### src/rtl/regfile_dump_reader_if.sv
// Byte stream carrying serialised register frames from the dump reader to the debug path.
interface regfile_dump_reader_if;
  logic [7:0] byte_out;
  logic       byte_valid;
  logic       byte_ready;

  modport master (output byte_out, output byte_valid, input byte_ready);
  modport slave  (input byte_out, input byte_valid, output byte_ready);
endinterface

### src/rtl/regfile_dump_reader.sv
// Walks a register index range and emits {idx, data[7:0..31:24]} frames; first byte 2 cycles after start,
// 6 cycles per register at full rate; byte_out/byte_valid hold while byte_ready is low, only abort/clr drop them.
module regfile_dump_reader #(
  parameter int DATA_W = 32,
  parameter int IDX_W  = 5
) (
  input  logic              clk,
  input  logic              clr,
  input  logic              start,
  input  logic [IDX_W-1:0]  first_idx,
  input  logic [IDX_W-1:0]  last_idx,
  input  logic              abort,
  output logic [IDX_W-1:0]  rd_idx,
  input  logic [DATA_W-1:0] rd_data,
  regfile_dump_reader_if.master bs,
  output logic              busy,
  output logic              done
);

  typedef enum logic [1:0] {IDLE, READ, SEND, DONE} state_t;

  state_t             state;
  state_t             state_nxt;
  logic [IDX_W-1:0]   cur_idx;
  logic [IDX_W-1:0]   last_q;
  logic [DATA_W-1:0]  shadow;
  logic [2:0]         byte_cnt;
  logic               xfer;
  logic               frame_end;

  assign xfer      = bs.byte_valid & bs.byte_ready;
  assign frame_end = xfer && (byte_cnt == 3'd4);
  // cur_idx only moves on the way into READ, so it doubles as the held read address.
  assign rd_idx    = cur_idx;

  always_ff @(posedge clk or negedge clr) begin
    if (!clr) begin
      state <= IDLE;
    end else begin
      state <= state_nxt;
    end
  end

  always_comb begin
    state_nxt = state;
    case (state)
      IDLE: begin
        if (start) begin
          state_nxt = (first_idx <= last_idx) ? READ : DONE;
        end
      end
      READ: state_nxt = abort ? IDLE : SEND;
      SEND: begin
        if (abort) begin
          state_nxt = IDLE;
        end else if (frame_end) begin
          state_nxt = (cur_idx == last_q) ? DONE : READ;
        end
      end
      DONE:    state_nxt = IDLE;
      default: state_nxt = IDLE;
    endcase
  end

  always_ff @(posedge clk or negedge clr) begin
    if (!clr) begin
      cur_idx  <= '0;
      last_q   <= '0;
      shadow   <= '0;
      byte_cnt <= '0;
    end else begin
      case (state)
        IDLE: begin
          if (start && (first_idx <= last_idx)) begin
            cur_idx <= first_idx;
            last_q  <= last_idx;
          end
        end
        READ: begin
          if (!abort) begin
            shadow   <= rd_data;
            byte_cnt <= 3'd0;
          end
        end
        SEND: begin
          if (!abort && xfer) begin
            if (byte_cnt == 3'd4) begin
              byte_cnt <= 3'd0;
              // Stop on last_q before incrementing so index 31 never wraps.
              if (cur_idx != last_q) begin
                cur_idx <= cur_idx + {{(IDX_W-1){1'b0}}, 1'b1};
              end
            end else begin
              byte_cnt <= byte_cnt + 3'd1;
            end
          end
        end
        default: ;
      endcase
    end
  end

  always_comb begin
    bs.byte_valid = (state == SEND);
    bs.byte_out   = 8'h00;
    if (state == SEND) begin
      case (byte_cnt)
        3'd0:    bs.byte_out = {{(8-IDX_W){1'b0}}, cur_idx};
        3'd1:    bs.byte_out = shadow[7:0];
        3'd2:    bs.byte_out = shadow[15:8];
        3'd3:    bs.byte_out = shadow[23:16];
        3'd4:    bs.byte_out = shadow[31:24];
        default: bs.byte_out = 8'h00;
      endcase
    end
    busy = (state == READ) || (state == SEND);
    done = (state == DONE);
  end

endmodule

### src/flat_wrapper.sv
// flat-port wrapper written by rule: the top's interface ports become plain ports
module regfile_dump_reader_flat 
#(
  parameter int DATA_W = 32,
  parameter int IDX_W  = 5
)
  (clk, clr, start, first_idx, last_idx, abort, rd_idx, rd_data, busy, done, bs_byte_out, bs_byte_valid, bs_byte_ready);
  regfile_dump_reader_if bs_i ();
  input  logic clk;
  input  logic clr;
  input  logic start;
  input  logic [IDX_W-1:0] first_idx;
  input  logic [IDX_W-1:0] last_idx;
  input  logic abort;
  output logic [IDX_W-1:0] rd_idx;
  input  logic [DATA_W-1:0] rd_data;
  output logic busy;
  output logic done;
  output wire logic [$bits(bs_i.byte_out)-1:0] bs_byte_out;
  output wire logic [$bits(bs_i.byte_valid)-1:0] bs_byte_valid;
  input wire logic [$bits(bs_i.byte_ready)-1:0] bs_byte_ready;
  assign bs_byte_out = bs_i.byte_out;
  assign bs_byte_valid = bs_i.byte_valid;
  assign bs_i.byte_ready = bs_byte_ready;
  regfile_dump_reader #(.DATA_W(DATA_W), .IDX_W(IDX_W)) u_core (.clk(clk), .clr(clr), .start(start), .first_idx(first_idx), .last_idx(last_idx), .abort(abort), .rd_idx(rd_idx), .rd_data(rd_data), .bs(bs_i), .busy(busy), .done(done));
endmodule
### config.mk
export PLATFORM = sky130hd
export DESIGN_NAME = regfile_dump_reader_flat
export DESIGN_NICKNAME = d
export VERILOG_FILES = /design/src/rtl/regfile_dump_reader_if.sv /design/src/rtl/regfile_dump_reader.sv /design/src/flat_wrapper.sv
export SDC_FILE = /design/constraint.sdc
export NUM_CORES = 1
export LEC_CHECK = 0
export ABC_AREA = 1
export BUFFER_PORTS_ARGS = -buffer_cell sky130_fd_sc_hd__buf_2
export CAP_MARGIN = 15
export CORE_MARGIN = 2
export CORE_UTILIZATION = 54
export DETAILED_ROUTE_END_ITERATION = 10
export GPL_ROUTABILITY_DRIVEN = 0
export PLACE_DENSITY = 0.8
export SLEW_MARGIN = 20
export SYNTH_ARGS = -nofsm -noshare
export SYNTH_HDL_FRONTEND = slang
export SYNTH_SLANG_ARGS = --single-unit
export TNS_END_PERCENT = 1
### constraint.sdc
create_clock -name clk -period 1.99 [get_ports clk]
set_input_delay 0.398 -clock clk [delete_from_list [all_inputs] [get_ports clk]]
set_output_delay 0.398 -clock clk [all_outputs]
set_load 0.01 [all_outputs]
Word level (Yosys, flattened, before mapping)
Index checks and enable logic that the tools add are counted.

Flip-flop bits (word level): 47. Input bits: 47. Output and inout port bits: 16.

$add $sub $neg: 2. Magnitude comparators: 1. Eq/ne operators: 16. Mux-type cells: 18. Bitwise operators: 2. Reductions and logical operators: 14.

Operators with widths (number): $pmux 8 s5 (1); $mux 5 (4); $mux 2 (6); $ne 2x2->1 const B (5); $pmux 5 s2 (1); $mux 3 (3); $mux 8 (1); $pmux 2 s4 (1); $eq 3x2->1 const B (2); $pmux 3 s2 (1); $reduce_and 2->1 (3); $add 5x1->5 const B (1); $eq 5x5->1 (1); $le 5x5->1 (1); $ne 5x5->1 (1); $reduce_and 5->1 (1); $eq 2x2->1 const B (2); $reduce_bool 2->1 (2); $add 3x1->3 const B (1); $eq 3x1->1 const B (1); $eq 3x3->1 const B (1); $logic_and 1x1->1 (3); $logic_not 3->1 (1); $ne 3x3->1 const B (1); other kinds (8) (8).

Depth between registers and ports, before layout
Gate-level depths: netlist (run 1).

Word-level depth: 6. Mapped depth: 12.

Least setup slack after synthesis (run 1)
Ideal clock, no wire load.

Path kind: register to output. Start: register u_core.byte_cnt[2]. End: output port bs_byte_out[0]. Arrival time: 1.506 ns. Data required time: 1.592 ns. Path slack: 0.086 ns. Cell stages (with the launch flop): 10. Buffers on the path: 3. Path through: dfrtp_1 -> buf_2 -> inv_1 -> buf_2 -> ha_1 -> buf_1 -> nand2_1 -> o21ai_0 -> nor2_1 -> a21oi_1.

Word-level cells in the longest chain between the ends: 3.

Ends and longest elaborated chain: from (decl) (line regfile_dump_reader.sv:27) `logic [2:0] byte_cnt;`; from (signal assigned) (line regfile_dump_reader.sv:94) `byte_cnt <= byte_cnt + 3'd1;`; $eq 3x3->1, or another cell as far along (line regfile_dump_reader.sv:107) `case (byte_cnt)`; $pmux 8 s5 * (line regfile_dump_reader.sv:107); $mux 8 * (line regfile_dump_reader.sv:106) `if (state == SEND) begin`; to (decl) (line flat_wrapper.sv:19) `output wire logic [$bits(bs_i.byte_out)-1:0] bs_byte_out;`.

Mark *: on every way between the ends. The rest lies on a longest branch, timed or not.

Worst setup path after layout (run 1)
Start: register u_core.byte_cnt[1]. End: output port bs_byte_out[0].

Same word-level chain as after synthesis.

==> impl_metrics.ini, run 1 <==
[sta]
skew_ns = 0.005262
period_needed_ns = 2.084
clock.fmax_mhz = 479.9
slew_viol_final = 0
rsz0062_at_grt = true
setup_viol = 8
fin_setup_tns_ns = -0.5069
relSlewSlack_pct = 60.19
hold_viol_final = 0
worst_pin_slew_ns = 0.5909
worst_slack_ns = -0.09372
post-route-period-util_pct = 104.7

[floorplan]
placement_rows = 25
core_mm2 = 0.004723
start_util_pct = 56.34
die_area_mm2 = 0.005506
fp.dieH_um = 74.20
ios = 63
die_w_um = 74.20

[power_and_ir_drop]
p_seq_share_pct = 37.5
p_per_area_mw_per_mm2 = 1422
p_int_mw = 2.617
p_sw_share_pct = 43.64
switchingPower_mw = 2.026
p_leak_nw = 1.740
clkPwrFrac_pct = 13.7
p_comb_share_pct = 48.8
ir_drop_uv = 672.7

[min_path]
hold_class = in2async

[synthesis]
syn-cell-area_mm2 = 0.002661
synth_flop_cell = dfrtp_1
yosysSeqAreaShare_pct = 44.19
syn_inst = 357
synth-xor-area-share_pct = 0.9873
muxShareOfSynthArea_pct = 0
synth_top_family_by_area = simple AND/OR/NAND/NOR gates
synthSimpleGateAreaFrac_pct = 31.73
postSynth.asyncResetShare_pct = 100.0
synth_compound_area_share_pct = 8.087
ys_types = 25
ys_seq_elements = 47
synth_nets = 419
yosys_warnings = 0
synthAdderAreaFrac_pct = 7.052
synth-edff-count = 0
postSynthAreaPerCell_um2 = 7.455

[critical_path]
worstSetupPathType = reg2out
cp.required_ns = 1.59
reg2reg_slack_ns = 0.13
critical_path_peak_fanout = 8
regToRegEndpoint = u_core.byte_cnt[0]
cp_cell_sequence = inv_2 > ha_2 > buf_6 > nand3_1 > o21ai_1 > nor2_1 > a21oi_2 > buf_2
cp-start-kind = register
reg2reg_depth = 9
timing.rr.start = u_core.state[0]
arrival_ns = 1.69
slowest_delay_ns = 0.41
critPathSlowestCell = dfrtp_1
cp-end-kind = output pin

[place]
place_ws_ns = 0.07521
hpwl_um = 4766
io_buffer_count = 62

[layout]
layout-drive-gt1-share_pct = 25.35
fillers = 393
register_area_mm2 = 0.001176
multi_input_area_mm2 = 0.001335
area_delta_synth_final_pct = 22.66
diodes = 0
nNetsFinal = 487

[grt]
grt_max_degree = 29
grt-ovfl-total = 0
grtUsageMet3_pct = 4.201
grt_pass1_vias = 2314
globalRouteMet2Util_pct = 44.25
grt_use_met1_pct = 29.18
grt_antenna_before_repair = 0
grt_usage_pct = 24.28
top_usage_layer = met2
grt_first_pass_wirelength_um = 10150

[drt]
ant_nets = 0
via_per_inst = 5.124
firstDrtPassIters = 5
vias = 2526
drc_errors = 0
initialDrtViolationCount = 172
wire_per_inst_um = 13.19
finalWirelength_um = 6502

[run_status]
failed_checks = negative setup slack
status = complete, but fails checks

[job]
drv_cap = 0

[clock_tree]
cts_inserted_buffers = 5
ctsHtreeMaxLevel = 2
clockBufferDepth = 2
insertion_delay_ns = 0.30
holdBufCountCts = 0
clock-sinks = 47
root_buffer = clkbuf_8
cts_tree = done
path_clk_slew_ns = 0.09
[cell type report]
cell class,count,share of cell area [%]
Multi-Input combinational cell,262,40.90
Sequential cell,47,36.03
Tap cell,67,2.568
Clock buffer,7,2.951
Timing Repair Buffer,77,13.57
Inverter,32,3.756
Clock inverter,1,0.2300
[cell usage in the layout (no fill, tap or decap), types with 2 or more instances in the layout]
cell type / Yosys / routed
a21oi_1: 8 / 7
a41oi_2: 0 / 2
buf_2: 11 / 62
buf_4: 2 / 12
buf_6: 1 / 2
clkbuf_8: 0 / 7
dfrtp_1: 47 / 47
ha_1: 15 / 10
ha_2: 0 / 4
inv_1: 31 / 29
inv_2: 0 / 2
nand2_1: 150 / 148
nand2_2: 3 / 4
nand2_4: 2 / 3
nand3_1: 33 / 33
nor2_1: 12 / 11
nor2_2: 1 / 2
o21ai_0: 27 / 22
o21ai_1: 0 / 3
o21ai_2: 0 / 2
xnor2_1: 2 / 2
[cells by family after synthesis]
kind of cell             count (synthesis)
AO/OA/AOI/OAI                           40
XOR/XNOR                                 3
AND/OR/NAND/NOR                        204
buffers and inverters                   48
flip-flops                              47
adder cells (fa/ha/maj)                 15
[registers in the layout, indices dropped and copies added, names as in the netlist]
register and count:
u_core.shadow 32, u_core.last_q 5, u_core.rd_idx 5, u_core.byte_cnt 3, u_core.state 2
[worst max path at each step]
stage                     slack (ns)             end                from  cells past startpoint
after floorplan                 0.09  bs_byte_out[0]  u_core.byte_cnt[2]                      9
after global placement          0.15  bs_byte_out[2]  u_core.byte_cnt[0]                      7
after detailed placement        0.08  bs_byte_out[3]  u_core.byte_cnt[0]                      7
after CTS                      -0.05  bs_byte_out[0]  u_core.byte_cnt[1]                      8
after global routing           -0.17  bs_byte_out[3]  u_core.byte_cnt[0]                      7
final                          -0.09  bs_byte_out[0]  u_core.byte_cnt[1]                      8
[stage by stage]
step	total power [mW]	std cells	cell area, µm²	utilization [%]	hold WS (ns)
2_1_floorplan	3.132	357	2661	-	0.1024
3_3_place_gp	3.741	484	3087	65.35	0.4248
3_5_place_dp	3.826	484	3087	65.35	0.4308
4_1_cts	4.585	493	3233	68.45	0.1040
5_1_grt	5.023	493	3264	69.11	0.1156
6_report	4.643	493	3264	69.11	0.08655
[critical path: cells and delay by family, from the launching register on]
family | cells | cell delay, ns
flops | 1 | 0.41
buf+inv | 3 | 0.39
compound gates | 2 | 0.24
fa+ha+maj | 1 | 0.19
simple gates | 2 | 0.16
[synthesized netlist by cell type (3+ instances only)]
library cell	instances	share of area, %
buf_2	11	2.1
o21ai_0	27	5.1
nand3_1	33	6.2
nand2_2	3	0.71
inv_1	31	4.4
ha_1	15	7.1
a21oi_1	8	1.5
nor2_1	12	1.7
dfrtp_1	47	44
nand2_1	150	21
a41oi_1	3	0.99
[power groups by stage]
stage | sequential [mW] | clock, mW | combinational (mW)
after global placement | 1.73 | 0 | 2.01
after CTS | 1.73 | 0.650 | 2.20
after detailed placement | 1.75 | 0 | 2.08
after floorplan | 1.67 | 0 | 1.46
after global routing | 1.79 | 0.686 | 2.55
final | 1.74 | 0.636 | 2.26
[layer usage]
layer	vias up	routed length (µm)
met5	-	0
met4	0	85
met3	8	382
met2	99	3317
met1	1148	2717
li1	1271	-
[what timing repair did]
| item | in CTS | in global routing |
|---|---|---|
| setup endpoints to repair | 8 | 15 |
| setup buffers | 1 | 0 |
| pin swaps | 1 | 3 |
| gates resized for setup | 11 | 12 |
Note: power is estimated with default switching activity, not from simulation.
==> run 2, diff against run 1 <==
--- a/config.mk
+++ b/config.mk
@@ -6,13 +6,13 @@
 export NUM_CORES = 1
 export LEC_CHECK = 0
 export ABC_AREA = 1
-export BUFFER_PORTS_ARGS = -buffer_cell sky130_fd_sc_hd__buf_2
 export CAP_MARGIN = 15
 export CORE_MARGIN = 2
-export CORE_UTILIZATION = 54
+export CORE_UTILIZATION = 63
 export DETAILED_ROUTE_END_ITERATION = 10
+export DONT_BUFFER_PORTS = 1
 export GPL_ROUTABILITY_DRIVEN = 0
-export PLACE_DENSITY = 0.8
+export PLACE_DENSITY = 0.79
 export SLEW_MARGIN = 20
 export SYNTH_ARGS = -nofsm -noshare
 export SYNTH_HDL_FRONTEND = slang
==> constraint.sdc (replaced) <==
create_clock -name clk -period 2.3 [get_ports clk]
set_input_delay 0.46 -clock clk [delete_from_list [all_inputs] [get_ports clk]]
set_output_delay 0.46 -clock clk [all_outputs]
set_load 0.01 [all_outputs]
==> run 2 against run 1 <==
The flow now finishes without violations. Worst setup slack gained 0.16 ns. Register-to-register slack improved by 0.49 ns. First-iteration DRC count grew 53%. Count of clock-buffer cells in the layout decreased by 1. Sequential share of layout area increased by 3.9 points. Sequential power shrank 11%. Flip-flop and latch count unchanged. Global-route usage increased by 2.3 points. Cell count down 17%. Non-clock buffer count shrank 66. Power decreased by 15%. Largest power group unchanged.
==> impl_metrics.ini, run 2 (synthesis gave the netlist of run 1 again) <==
[run_status]
status = finished clean

[critical_path]
arrival_ns = 1.77
reg2reg_depth = 11
worstSetupPathType = reg2out
crit_start = u_core.byte_cnt[2]
cp-end-kind = output pin
timing.rr.start = u_core.state[0]
cp-start-kind = register
cp.required_ns = 1.84
critical_path_peak_fanout = 13
regToRegEndpoint = u_core.rd_idx[2]
reg2reg_slack_ns = 0.62

[grt]
grt_usage_pct = 26.54
grt-ovfl-total = 0
grt_max_degree = 48
grt_antenna_before_repair = 0
grt_first_pass_wirelength_um = 9190
grt_pass1_vias = 2055

[sta]
hold_slack_ns = 0.2655
clock.fmax_mhz = 447.9
post-route-period-util_pct = 97.07
slew_viol_final = 0
period_needed_ns = 2.233
setup_viol = 0
skew_ns = 0.005803
worst_pin_slew_ns = 0.4804
hold_viol_final = 0
relSlewSlack_pct = 67.63

[clock_tree]
cts_tree = done
cts_inserted_buffers = 5
ctsHtreeMaxLevel = 2
clockBufferDepth = 2
insertion_delay_ns = 0.31
root_buffer = clkbuf_8
clock-sinks = 47
path_clk_slew_ns = 0.09

[place]
hpwl_um = 4405
io_buffer_count = 0

[drt]
wire_per_inst_um = 15.13
firstDrtPassIters = 4
drc_errors = 0
finalWirelength_um = 6203
vias = 2281
ant_nets = 0
initialDrtViolationCount = 264
via_per_inst = 5.563

[layout]
area_delta_synth_final_pct = 10.81
layout-drive-gt1-share_pct = 11.94
mostFrequentLayoutCell = nand2_1
largest_reg_flops = 32
largest_register = u_core.shadow
diodes = 0
mostFrequentLayoutCells = 149 x nand2_1, 46 x dfrtp_1, 33 x nand3_1
fin_util_pct = 73.20
nNetsFinal = 421
fillers = 337

[power_and_ir_drop]
ir_drop_uv = 965.6
p_leak_nw = 1.467
p_per_area_mw_per_mm2 = 1334

[floorplan]
ios = 63
placement_rows = 23
start_util_pct = 66.06
die_area_mm2 = 0.004760
core_mm2 = 0.004029
fp.dieH_um = 69.00
die_w_um = 69.00

[min_path]
hold_start = rd_data[1]
holdPathEnd = u_core.shadow[1]
holdPathStages = 2
hold_class = in2reg

[job]
drv_cap = 0
[run 2: changes by cell type in the layout (fill, tap and decap cells not counted), sizes merged]
cell	delta
buf	-67
bufinv	+1
clkbuf	-1
clkinv	+1
clkinvlp	-1
dlygate4sd3	+1
[run 2: critical path, stage by stage (launching register included)]
cell and delay (ns):
dfrtp_2 0.47, inv_1 0.11, buf_4 0.19, o21ai_0 0.10, nand2_1 0.08, nand2_2 0.19
a41oi_2 0.31
[run 2: metrics by stage]
stage | cell area, µm² | total power, mW | cells | TNS [ns] | worst slack, ns
after global routing | 2949 | 4.275 | 410 | -0.09168 | -0.04161
after detailed placement | 2705 | 3.123 | 400 | 0 | 0.2058
after floorplan | 2661 | 2.710 | 357 | 0 | 0.3337
after CTS | 2867 | 3.791 | 410 | -0.06676 | -0.01879
after global placement | 2705 | 3.051 | 400 | 0 | 0.2695
final | 2949 | 3.933 | 410 | 0 | 0.06742
[run 2: area by class of cell]
type | count | area [µm²] | share of cell area (%)
repair buffers | 11 | 105.1 | 3.564
inverters | 32 | 122.6 | 4.158
well taps | 50 | 62.56 | 2.121
clock buffers | 6 | 82.58 | 2.800
flip-flops and latches | 47 | 1177 | 39.92
clock inverters | 2 | 35.03 | 1.188
multi-input cells | 262 | 1364 | 46.25
[run 2: timing repair]
item / CTS / global route
gates resized for setup: 2 / 17
buffers inserted: 0 / 0
setup endpoints to repair: 8 / 8
hold buffers: 2 / 0
endpoints found under the hold margin: 47 / 0
[run 2: worst max path at each step]
| stage | slack, ns | depth (start not counted) | to |
|---|---|---|---|
| floorplan | 0.33 | 9 | bs_byte_out[0] |
| global placement | 0.27 | 6 | bs_byte_out[1] |
| detailed placement | 0.21 | 6 | bs_byte_out[2] |
| CTS | -0.02 | 6 | bs_byte_out[7] |
| global route | -0.04 | 6 | bs_byte_out[6] |
| finish | 0.07 | 6 | bs_byte_out[6] |
[run 2: routing by layer]
layer / wire (µm) / vias to the layer above / global-route usage [%]
met4: 96 / 0 / 9.804
met2: 3150 / 67 / 46.63
met1: 2560 / 1079 / 30.95
met5: 0 / - / 0
met3: 395 / 8 / 7.143
li1: - / 1127 / -
[run 2: report_power, final]
group	leakage [nW]	internal [mW]	switching, mW
logic	0.821	0.633	1.12
clock network	0.0612	0.352	0.286
registers	0.585	1.22	0.329
total	1.47	2.20	1.73
==> run 3, diff against run 2 <==
--- a/config.mk
+++ b/config.mk
@@ -5,7 +5,6 @@
 export SDC_FILE = /design/constraint.sdc
 export NUM_CORES = 1
 export LEC_CHECK = 0
-export ABC_AREA = 1
 export CAP_MARGIN = 15
 export CORE_MARGIN = 2
 export CORE_UTILIZATION = 63
==> run 3 against run 2 <==
Die area fell by 2.2%. The flow now finishes with violations (negative hold slack). Largest power group is now sequential cells. Synthesized area fell by 2.3%. Core utilization fell by 2.2 points. Flip-flop and latch count did not move. Global-route usage fell by 1.5 points. Register-to-register slack got worse by 0.28 ns. Combinational power fell by 16%. Highest routed layer unchanged. Sequential share of layout area rose by 1.5 points. Cell count fell by 30%. Sequential power barely moved. Clock power fell by 6.7%.
==> impl_metrics.ini, run 3 <==
[drt]
firstDrtPassIters = 4
vias = 1846
wire_per_inst_um = 18.58
initialDrtViolationCount = 101
via_per_inst = 6.410
drc_errors = 0
finalWirelength_um = 5351
ant_nets = 0

[synthesis]
syn_inst = 235
synth_flop_cell = dfrtp_1
synth.area.top_cells = dfrtp_1 45%, mux2_2 16%, ha_1 7.2%
synth-edff-count = 0
synth_nets = 297
synth-xor-area-share_pct = 1.684
yosysMostFrequentCell = dfrtp_1
postSynth.asyncResetShare_pct = 100.0
yosys_warnings = 0
ys_types = 41
postSynthAreaPerCell_um2 = 11.06
synthAdderAreaFrac_pct = 7.218
synth_area_leader_cell = dfrtp_1
netlist_top_cells_count = 47 x dfrtp_1, 38 x mux2_2, 16 x a22oi_1, 15 x ha_1
muxShareOfSynthArea_pct = 17.28
synthSimpleGateAreaFrac_pct = 9.384
syn-cell-area_mm2 = 0.002600
synth_top_family_by_area = multiplexers
ys_seq_elements = 47
synth_compound_area_share_pct = 15.59
synth_top_area_share_pct = 45.24
yosysSeqAreaShare_pct = 45.24

[sta]
setup_viol = 0
fin_setup_tns_ns = 0
post-route-period-util_pct = 96.83
slew_viol_final = 0
hold_slack_ns = -0.005229
period_needed_ns = 2.227
rsz0062_at_grt = true
skew_ns = 0.007191
relSlewSlack_pct = 70.16
clock.fmax_mhz = 449.0
hold_viol_final = 12
worst_slack_ns = 0.07302
worst_pin_slew_ns = 0.4476

[power_and_ir_drop]
p_per_area_mw_per_mm2 = 1282
p_leak_nw = 1.182
ir_drop_uv = 864.8

[layout]
multi_input_area_mm2 = 0.001365
diodes = 0
largest_reg_flops = 32
area_delta_synth_final_pct = 9.239
largest_register = u_core.shadow
nNetsFinal = 300
mostFrequentLayoutCells = 47 x dfrtp_1, 38 x mux2_2, 16 x a22oi_1
mostFrequentLayoutCell = dfrtp_1
layout-drive-gt1-share_pct = 27.73
register_area_mm2 = 0.001176
final_cell_count_no_fill = 288
fillers = 299

[critical_path]
cp-end-kind = output pin
cp-start-kind = register
arrival_ns = 1.77
crit_start = u_core.byte_cnt[0]
cp.required_ns = 1.84
timing.rr.start = u_core.byte_cnt[0]
critical_path_peak_fanout = 5
worstSetupPathType = reg2out

[floorplan]
placement_rows = 23
fp.dieH_um = 68.24
die_w_um = 68.24
ios = 63
die_area_mm2 = 0.004657
core_mm2 = 0.004000
start_util_pct = 65.00

[grt]
grt_first_pass_wirelength_um = 8528
grt_max_degree = 48
grt-ovfl-total = 0
grt_pass1_vias = 1809
grt_usage_pct = 25.07
grt_antenna_before_repair = 0

[place]
place_ws_ns = 0.1584
hpwl_um = 4066
dp_cells = 280
io_buffer_count = 0

[clock_tree]
clockBufferDepth = 2
cts_tree = done
cts_inserted_buffers = 5
insertion_delay_ns = 0.30
root_buffer = clkbuf_8
clock-sinks = 47
path_clk_slew_ns = 0.09
ctsHtreeMaxLevel = 2

[min_path]
hold_class = in2async

[run_status]
status = complete, but fails checks
failed_checks = negative hold slack

[job]
drv_cap = 0
[run 3: cell count changes after synthesis, sizes merged, moves of 4 or more]
cell    before  now
nand3       33    2
a31oi        1    9
nand2      155   14
a22oi        1   16
inv         32   14
o21ai       27    9
nor2        14    8
clkbuf       1    6
mux2         0   39
xor2         1    5
nor3         0    7
buf         15    4
nor2b        0    5
[run 3: worst max-delay path, cell delays in order (launching register included)]
cell and delay (ns):
dfrtp_1 0.43, inv_1 0.11, ha_1 0.21, nor2b_2 0.28, a22oi_1 0.13, a31oi_1 0.32
[run 3: stage by stage]
stage | cell area, µm² | total power, mW | hold WS, ns | utilization (%)
finish | 2840 | 3.641 | -0.005229 | 71.00
global route | 2840 | 3.894 | 0.01158 | 71.00
CTS | 2814 | 3.640 | 0.004344 | 70.35
detailed placement | 2674 | 3.019 | 0.1658 | 66.84
global placement | 2674 | 2.956 | 0.1665 | 66.84
floorplan | 2600 | 2.643 | 0.1644 | -
[run 3: final cells by class]
cell class / count / share of cell area (%)
inverter: 14 / 1.850
clock inverter: 2 / 1.322
sequential: 47 / 41.41
clock buffer: 5 / 2.423
multi-input combinational: 164 / 48.06
timing repair buffer: 6 / 2.731
tap: 50 / 2.203
[run 3: routing by layer]
layer	up-vias	track usage, %	routed length, µm
li1	880	-	-
met1	898	31.73	2224
met2	57	41.38	2701
met3	11	5.592	320
met4	0	10.50	103
met5	-	0	0
[run 3: worst paths after layout]
kind | to | depth (start not counted) | slack, ns
setup / recovery | bs_byte_out[0] | 5 | 0.07
hold / removal | u_core.shadow[13] | 1 | -0.005
setup reg to reg | u_core.rd_idx[1] | 7 | 0.34
hold reg to reg | u_core.shadow[4] | 1 | 0.51
max in group asynchronous | u_core.shadow[12] | 1 | 2.09
min in group clk | u_core.shadow[6] | 1 | 0.30
[run 3: report_power, final]
| part | switching [mW] | internal, mW |
|---|---|---|
| Sequential | 0.337 | 1.23 |
| Clock | 0.277 | 0.318 |
| Combinational | 0.730 | 0.744 |
[run 3: cell families (layout without fill, tap and decap cells)]
logic type | after synthesis | count (layout)
AND/OR/NAND/NOR | 47 | 47
AO/OA/AOI/OAI | 57 | 57
XOR/XNOR | 5 | 5
multiplexers | 40 | 40
buffers and inverters | 24 | 27
adder cells (fa/ha/maj) | 15 | 15
flip-flops | 47 | 47
[run 3: what timing repair did]
action,CTS,global route
pin swaps,0,0
endpoints found under the setup margin,8,8
endpoints found under the hold margin,47,0
hold buffers,1,0
resized for setup,3,5
buffers inserted,0,0
